==> src/rtl/player_move_ctrl.sv <==
// -----------------------------------------------------------------------------
// player_move_ctrl
//
// Movement scheduler for the player position register. Raw left/right buttons
// are synchronised, arbitrated (first owner holds) and turned into paced,
// frame-synchronous one-clock step pulses with hold-to-repeat: first step on
// the first frame tick after the press, the second REPEAT_DELAY ticks later,
// and then one step every REPEAT_RATE ticks. Steps are gated by the position
// register's boundary-room flags; a gated step still advances the pacing.
//
// Parameters
//   REPEAT_DELAY  frame ticks from first to second step while held (1..255)
//   REPEAT_RATE   frame ticks between later repeated steps        (1..255)
//
// Ports
//   clk         in   system clock
//   reset       in   asynchronous, active-high reset
//   frame_tick  in   one-clk pulse per video frame, synchronous to clk
//   enable      in   game running; low forces IDLE and suppresses steps
//   btn_left    in   raw asynchronous left button, active-high
//   btn_right   in   raw asynchronous right button, active-high
//   room_left   in   position register can still move left
//   room_right  in   position register can still move right
//   step_left   out  one-clk pulse: move left one dx
//   step_right  out  one-clk pulse: move right one dx
//   dir_locked  out  {right,left} direction currently owned; 2'b00 in IDLE
//   busy        out  high whenever the scheduler is not IDLE
// -----------------------------------------------------------------------------
module player_move_ctrl #(
  parameter int REPEAT_DELAY = 8,
  parameter int REPEAT_RATE  = 2
) (
  input  logic       clk,
  input  logic       reset,
  input  logic       frame_tick,
  input  logic       enable,
  input  logic       btn_left,
  input  logic       btn_right,
  input  logic       room_left,
  input  logic       room_right,
  output logic       step_left,
  output logic       step_right,
  output logic [1:0] dir_locked,
  output logic       busy
);

  typedef enum logic [1:0] {
    IDLE   = 2'd0,
    ARMED  = 2'd1,
    DELAY  = 2'd2,
    REPEAT = 2'd3
  } state_t;

  localparam logic [7:0] DELAY_LAST = 8'(REPEAT_DELAY - 1);
  localparam logic [7:0] RATE_LAST  = 8'(REPEAT_RATE - 1);

  // Two-flop synchronisers for the raw buttons
  logic btn_left_p0;
  logic btn_left_p1;
  logic btn_right_p0;
  logic btn_right_p1;
  logic bl;
  logic br;

  state_t     state;
  state_t     state_next;
  logic [7:0] frame_cnt;
  logic [7:0] frame_cnt_next;
  logic [1:0] dir;
  logic [1:0] dir_next;
  logic       step_now;
  logic       held;
  logic       abort;
  logic       step_left_next;
  logic       step_right_next;

  always_ff @(posedge clk or posedge reset) begin
    if (reset) begin
      btn_left_p0  <= 1'b0;
      btn_left_p1  <= 1'b0;
      btn_right_p0 <= 1'b0;
      btn_right_p1 <= 1'b0;
    end else begin
      btn_left_p0  <= btn_left;
      btn_left_p1  <= btn_left_p0;
      btn_right_p0 <= btn_right;
      btn_right_p1 <= btn_right_p0;
    end
  end

  assign bl = btn_left_p1;
  assign br = btn_right_p1;

  // dir is one-hot {right,left}, so masking with the synced buttons tells us
  // whether the owning button is still down; the other button is ignored.
  assign held  = |(dir & {br, bl});
  assign abort = (state != IDLE) && (!enable || !held);

  always_ff @(posedge clk or posedge reset) begin
    if (reset) begin
      state     <= IDLE;
      frame_cnt <= 8'd0;
      dir       <= 2'b00;
    end else begin
      state     <= state_next;
      frame_cnt <= frame_cnt_next;
      dir       <= dir_next;
    end
  end

  always_comb begin
    state_next     = state;
    frame_cnt_next = frame_cnt;
    dir_next       = dir;
    step_now       = 1'b0;

    // Abort wins over a coincident frame tick: no step is issued that cycle.
    if (abort) begin
      state_next     = IDLE;
      frame_cnt_next = 8'd0;
      dir_next       = 2'b00;
    end else begin
      case (state)
        IDLE: begin
          frame_cnt_next = 8'd0;
          dir_next       = 2'b00;
          // Both buttons down is a tie: nobody owns the move.
          if (enable && (bl ^ br)) begin
            dir_next   = {br, bl};
            state_next = ARMED;
          end
        end
        ARMED: begin
          if (frame_tick) begin
            step_now       = 1'b1;
            frame_cnt_next = 8'd0;
            state_next     = DELAY;
          end
        end
        DELAY: begin
          if (frame_tick) begin
            if (frame_cnt == DELAY_LAST) begin
              step_now       = 1'b1;
              frame_cnt_next = 8'd0;
              state_next     = REPEAT;
            end else begin
              frame_cnt_next = frame_cnt + 8'd1;
            end
          end
        end
        REPEAT: begin
          if (frame_tick) begin
            if (frame_cnt == RATE_LAST) begin
              step_now       = 1'b1;
              frame_cnt_next = 8'd0;
            end else begin
              frame_cnt_next = frame_cnt + 8'd1;
            end
          end
        end
        default: begin
          state_next     = IDLE;
          frame_cnt_next = 8'd0;
          dir_next       = 2'b00;
        end
      endcase
    end
  end

  // Room is sampled in the tick cycle; a blocked step still consumed the tick.
  assign step_left_next  = step_now & dir[0] & room_left;
  assign step_right_next = step_now & dir[1] & room_right;

  // Outputs registered from the next-state view so busy/dir_locked line up
  // with the state register and the step lands the cycle after its tick.
  always_ff @(posedge clk or posedge reset) begin
    if (reset) begin
      step_left  <= 1'b0;
      step_right <= 1'b0;
      dir_locked <= 2'b00;
      busy       <= 1'b0;
    end else begin
      step_left  <= step_left_next;
      step_right <= step_right_next;
      dir_locked <= dir_next;
      busy       <= (state_next != IDLE);
    end
  end

endmodule

==> config.mk <==
export PLATFORM = sky130hd
export DESIGN_NAME = player_move_ctrl
export DESIGN_NICKNAME = d
export VERILOG_FILES = /design/src/rtl/player_move_ctrl.sv
export SDC_FILE = /design/constraint.sdc
export NUM_CORES = 1
export LEC_CHECK = 0
export BUFFER_PORTS_ARGS = -buffer_cell sky130_fd_sc_hd__buf_2
export CAP_MARGIN = 10
export CORE_MARGIN = 10
export CORE_UTILIZATION = 29
export CTS_CLUSTER_DIAMETER = 150
export DETAILED_ROUTE_END_ITERATION = 6
export SYNTH_ARGS = -nofsm -noshare
export SYNTH_HDL_FRONTEND = slang
export SYNTH_SLANG_ARGS = --single-unit
==> constraint.sdc <==
create_clock -name clk -period 5.7 [get_ports clk]
set_clock_uncertainty 0.15 [all_clocks]
set_input_delay 0 -clock clk [delete_from_list [all_inputs] [get_ports clk]]
set_output_delay 0 -clock clk [all_outputs]
set_load 0.005 [all_outputs]
==> results of run 1 <==
[per-layer routing]
| layer | part of all wire, % | vias up | GRT usage, % |
|---|---|---|---|
| met1 | 48 | 409 | 8.667 |
| met4 | 2.6 | 0 | 4.015 |
| li1 | - | 407 | - |
| met3 | 3.6 | 4 | 2.074 |
| met5 | 0 | - | 0 |
| met2 | 46 | 16 | 11.44 |
[cells in the mapped netlist, types with 2 or more instances]
cell / count
o21a_1: 2
nor3_1: 2
o31ai_1: 2
nor3_2: 2
nand2b_1: 2
o21ai_0: 3
inv_1: 3
nor3b_1: 2
dfrtp_1: 19
nor2_1: 4
nand2_1: 11
nand3b_1: 4
ha_1: 2
a21oi_1: 3
nor4b_1: 4
nand3_1: 9
or2_2: 3
o211ai_1: 3
[through the flow]
step	area, µm²	total power (µW)	cells	utilization [%]
2_1_floorplan	965.9	154.2	96	-
3_3_place_gp	1080	161.0	151	34.52
3_5_place_dp	1080	161.6	151	34.52
4_1_cts	1217	235.2	166	38.92
5_1_grt	1217	243.6	166	38.92
6_report	1217	233.0	166	38.92
[kinds of logic (layout without fill, tap and decap cells)]
family | Yosys count | after routing
and+or+nand+nor | 49 | 49
AOI/OAI and AO/OA | 19 | 19
DFF | 19 | 19
buffers and inverters | 5 | 31
adders and majority gates | 2 | 2
xor gates and xnor gates | 1 | 1
muxes | 1 | 1
[worst reg2reg max path: cells and delay by family (launching register included)]
kind,cells,cell delay [ns]
compound gates,1,0.30
simple gates,2,0.72
buf+inv,1,0.56
mux,1,0.29
flops,1,0.44
[power groups by stage]
stage                     Combinational (µW)  Clock (µW)  Sequential (µW)
after floorplan                         10.6           0              144
after detailed placement                17.1           0              144
final                                   20.8        70.3              142
after CTS                               21.1        72.2              142
after global placement                  16.6           0              144
after global routing                    23.5        77.7              142
[state kept, by name (all words and copies together), names as in the netlist]
register	cells
bl	1
br	1
btn_left_p0	1
btn_right_p0	1
busy	1
dir_locked	2
frame_cnt	8
state	2
step_left	1
step_right	1
[final cells by class]
type,count,area share [%]
repair buffers,24,14.59
well taps,44,4.522
inverters,3,0.9250
clock inverters,1,0.4111
multi-input cells,72,38.64
flip-flops and latches,19,39.05
clock buffers,3,1.850
[layout by cell type, fill, tap and decap left out, types with 3 or more instances in the layout]
cell	instances
nor2_1	4
nand3b_1	4
clkbuf_4	3
dlygate4sd3_1	11
nor4b_1	4
buf_2	12
o211ai_1	3
nand2_1	11
nand3_1	9
dfrtp_1	19
a21oi_1	3
inv_1	3
o21ai_0	3
or2_2	3
[worst min-delay path by stage]
| stage | cells past startpoint | endpoint | startpoint | slack, ns |
|---|---|---|---|---|
| detailed placement | 1 | btn_left_p0 | btn_left | -0.04 |
| floorplan | 1 | bl | reset | -0.20 |
| global placement | 1 | btn_right_p0 | btn_right | -0.04 |
| global route | 2 | btn_right_p0 | btn_right | 0.20 |
| CTS | 2 | btn_left_p0 | btn_left | 0.17 |
| finish | 2 | btn_left_p0 | btn_left | 0.18 |
[repair_timing]
item                                   CTS  global route
buffers inserted                         0             0
setup endpoints to repair                0             0
endpoints found under the hold margin   29             0
gates resized for setup                  0             0
hold buffers                            11             0
==> metrics, run 1 <==
critical path launch point type register; RSZ-0062 raised after global routing false; register area share after synthesis 49.22%; synth top area cells dfrtp_1, nand3_1, nand2_1; Hold/Removal Path Class input pin to register; Avg Vias per Cell 5.036; global-route wire length before repair 3705 µm; FF+latch count, synth 19; io pins 13; antenna cell count 0; clk sinks 19; fin nets 133; Final Hold Vio Count 0; htree depth 1; FF-to-FF Start frame_cnt[5]; multiplexer share of the synthesized area 1.554%; Core Box Area 3128 µm²; vias in the first global route between 800 and 900; sw power 58.22 µW; Int Pwr 174.8 µW; aggregate global routing overflow 0; TritonCTS clock tree yes; Crit. End Element register; buffer and inverter count on the worst path 1; flop-to-flop setup slack 3.18 ns; HPWL Detailed about 1500 µm; DR vias 836; Site Rows 20; Area Overhead vs Synth 26.04%; routed wire length 2144 µm; # fillers 313; Lkg Pwr 0.0004952 µW; Most used DFF post-synth dfrtp_1; Slew Limit Fails 0; PD cells 191.4 nW/µm²; EDFF count, synth 0; Max Buffers Root-to-Sink 2; crit path max fanout 6; Reg power frac 60.9%; Largest stage delay, worst path 0.56 ns; Worst-path clk slew around 0.11 ns; Max-cap violations 0; Unique masters post-synth 34; share of the synthesized area in the top cell type 49.22%; Synth area leader dfrtp_1; Synth Area in Simple Gates 30.05%; Tot GR Track Use 7.261%; register area 475.5 µm²; final worst setup slack ~3.2 ns; Setup WS pre-CTS 3.739 ns; share of cells above drive strength 1 20.49%; Crit path required time 5.80 ns; Syn. warnings 0; Post-Syn Nets around 110; xor/xnor share of the synthesized area 0.9067%; later-pin clock latency in the skew report 0.30 ns; die height just under 80 µm; starting density of the core between 30% and 40%; f_max 397.6 MHz; syn avg cell area ~10 µm²; Worst slew margin 52.40%; crit path DAT 2.62 ns; Final setup viols 0; Port Buffers 12; main combinational cell family by area after synthesis simple AND/OR/NAND/NOR gates; Combinational Power Share ~8.9%; Multi-input gate area 470.5 µm²; Post-DRT Antenna Nets 0; largest net degree at the start of global routing 20; antenna violations before repair 0; Peak VDD IR 0.00008507 V; Mapped Cells 96; worst r2r dst step_left; kind of critical path register to register; DR iter-0 viols 71; CP Capture Point step_left; die width 77.71 µm; Worst Setup SP frame_cnt[5]; Crit path depth 5; Compound-Gate Fraction of Synth Area 13.60%; Routed WL per cell around 13 µm; Placer Congestion ~0.79; CP max-delay cell or4_4; final setup TNS 0 ns; Post-Syn Area between 900 and 1000 µm²; Residual DRC 0; fin crit period 2.515 ns; hold_ws roughly 0.18 ns; CP cell instances or4_4, a211o_1, mux2_4, nor3_2, dlygate4sd3_1; die area 6039 µm²; crit share post-route 44.13%; TritonCTS buffer count 3; crit-path leading delay family simple AND/OR/NAND/NOR gates; clock network power share between 30 and 40%; Sw Share between 20 and 25%; post-synthesis adder-cell area fraction 2.591%; outcome completed; CTS Root Cell clkbuf_4; worst-margin pin slew a little over 0.7 ns; Reg2Reg Depth 5; DRT Pass-1 Iters 4; FFs w/ async S/R, synth 100.0%
Power figures use the tool's default switching activity.
==> inputs of run 2 (changes only) <==
==> constraint.sdc (replaced) <==
create_clock -name clk -period 2.1 [get_ports clk]
set_clock_uncertainty 0.15 [all_clocks]
set_input_delay 0 -clock clk [delete_from_list [all_inputs] [get_ports clk]]
set_output_delay 0 -clock clk [all_outputs]
set_load 0.005 [all_outputs]
==> metrics, run 2 (same netlist as run 1, synthesis figures left out) <==
Avg Vias per Cell 5.024 (was 5.036); Crit path required time 2.18 ns (was 5.80 ns); global-route wire length before repair 3726 µm (was 3705 µm); share of cells above drive strength 1 21.49% (was 20.49%); crit path DAT 2.04 ns (was 2.62 ns); Area Overhead vs Synth 24.74% (was 26.04%); Routed WL per cell 12.67 µm (was 12.92 µm); later-pin clock latency in the skew report 0.30 ns (about the same); Tot GR Track Use 7.239% (was 7.261%); worst-margin pin slew 0.7184 ns (was 0.7132 ns); htree depth 1 (unchanged); Placer Congestion 0.7893 (was 0.7876); Setup Fix Bufs, Post-CTS 0 (unchanged); crit share post-route 93.03% (was 44.13%); clk sinks 19 (unchanged); Slew Limit Fails 0 (unchanged); die width 77.71 µm (unchanged); routed wire length 2091 µm (was 2144 µm); # fillers 318 (was 313); PD cells 521.9 nW/µm² (was 191.4 nW/µm²); Top Registers frame_cnt (8), dir_locked (2), state (2) (unchanged); Final setup viols 0 (unchanged); crit path max fanout 6 (unchanged); Core Box Area 3128 µm² (unchanged); fin nets 132 (was 133); Lkg Pwr 0.0004857 µW (was 0.0004952 µW); HPWL Detailed 1541 µm (was 1543 µm); die height 77.71 µm (unchanged); Max-cap violations 0 (unchanged); DR iter-0 viols 66 (was 71); Worst slew margin 52.06% (was 52.40%); Hold/Removal Path Class input pin to register (unchanged); Post-DRT Antenna Nets 0 (unchanged); vias in the first global route 826 (was 816); die area 6039 µm² (unchanged); largest net degree at the start of global routing 20 (unchanged); CTS Root Cell clkbuf_4 (unchanged); Peak VDD IR 0.0002060 V (was 0.00008507 V); antenna cell count 0 (unchanged); RSZ-0062 raised after global routing false (unchanged); post-cts resize count 0 (unchanged); register area 475.5 µm² (unchanged); dpl cells 152 (was 151); Site Rows 20 (unchanged); Cell Count, Final, Fillers Out 165 (was 166); Hold Buf Count CTS 9 (was 11); TritonCTS clock tree yes (unchanged); Multi-input gate area 470.5 µm² (unchanged); Crit. End Element register (unchanged); Residual DRC 0 (unchanged); max FFs per register 8 (unchanged); Largest Register frame_cnt (unchanged); flop-to-flop setup slack 0.15 ns (was 3.18 ns); TritonCTS buffer count 3 (unchanged); antenna violations before repair 0 (unchanged); Port Buffers 12 (unchanged); final setup TNS 0 ns (unchanged); outcome completed (unchanged); critical path launch point type register (unchanged); io pins 13 (unchanged); DR vias 829 (was 836); kind of critical path register to register (unchanged); starting density of the core 30.88% (unchanged); DRT Pass-1 Iters 4 (unchanged); commonest non-fill, non-tap cell in the layout dfrtp_1 (unchanged); aggregate global routing overflow 0 (unchanged); Max Buffers Root-to-Sink 2 (unchanged); f_max 511.9 MHz (was 397.6 MHz); Worst-path clk slew 0.11 ns (about the same); fin crit period 1.954 ns (was 2.515 ns); Final Hold Vio Count 0 (unchanged); commonest non-fill, non-tap cells in the layout dfrtp_1, buf_2, nand2_1 (was dfrtp_1, buf_2, nand2_1, dlygate4sd3_1, nand3_1)
## run 2: cell types whose count changed in the layout (fill, tap and decap cells not counted), sizes merged
cell         previous run  this run
buf                    13        14
dlygate4sd3            11         9
## run 2: where the power goes
group	leakage, µW	switching (µW)	total [µW]	internal, µW
logic	0.000214	28.2	58.8	30.6
clock network	0.0000177	114	185	70.9
registers	0.000254	10.7	386	375
## run 2: critical path, stage by stage (launching register included)
cell	delay, ns
dfrtp_1	0.44
or4_4	0.56
a211o_1	0.31
mux2_4	0.29
nor3_2	0.14
## run 2: cell type report
class / instances / share of cell area [%]
flip-flops and latches: 19 / 39.46
repair buffers: 23 / 13.71
inverters: 3 / 0.9346
well taps: 44 / 4.569
clock inverters: 1 / 0.4154
multi-input cells: 72 / 39.04
clock buffers: 3 / 1.869
## run 2: through the flow
| step | setup WS, ns | power, µW | hold WS (ns) | utilization, % | cell area [µm²] |
|---|---|---|---|---|---|
| finish | 0.1464 | 628.9 | 0.1884 | 38.52 | 1205 |
| global placement | 0.1957 | 439.5 | -0.04120 | 34.76 | 1087 |
| detailed placement | 0.1530 | 441.6 | -0.04017 | 34.76 | 1087 |
| floorplan | 0.2351 | 418.5 | -0.1989 | - | 965.9 |
| CTS | 0.1329 | 638.3 | 0.1769 | 38.52 | 1205 |
| global route | 0.06308 | 662.6 | 0.1869 | 38.52 | 1205 |
## run 2: per-layer routing
metal | up-vias | share of wire [%] | track usage [%]
met5 | - | 0 | 0
met4 | 0 | 2.5 | 3.832
met3 | 4 | 6.0 | 2.189
met2 | 24 | 46 | 11.19
met1 | 398 | 45 | 8.806
li1 | 403 | - | -
## run 2: worst paths after layout
kind / startpoint / endpoint / cells past startpoint
setup / recovery: frame_cnt[5] / step_right / 4
hold / removal: btn_left / btn_left_p0 / 2
setup reg to reg: frame_cnt[5] / step_right / 4
hold reg to reg: btn_left_p0 / bl / 0
max in group asynchronous: reset / frame_cnt[0] / 3
min in group asynchronous: reset / frame_cnt[4] / 3
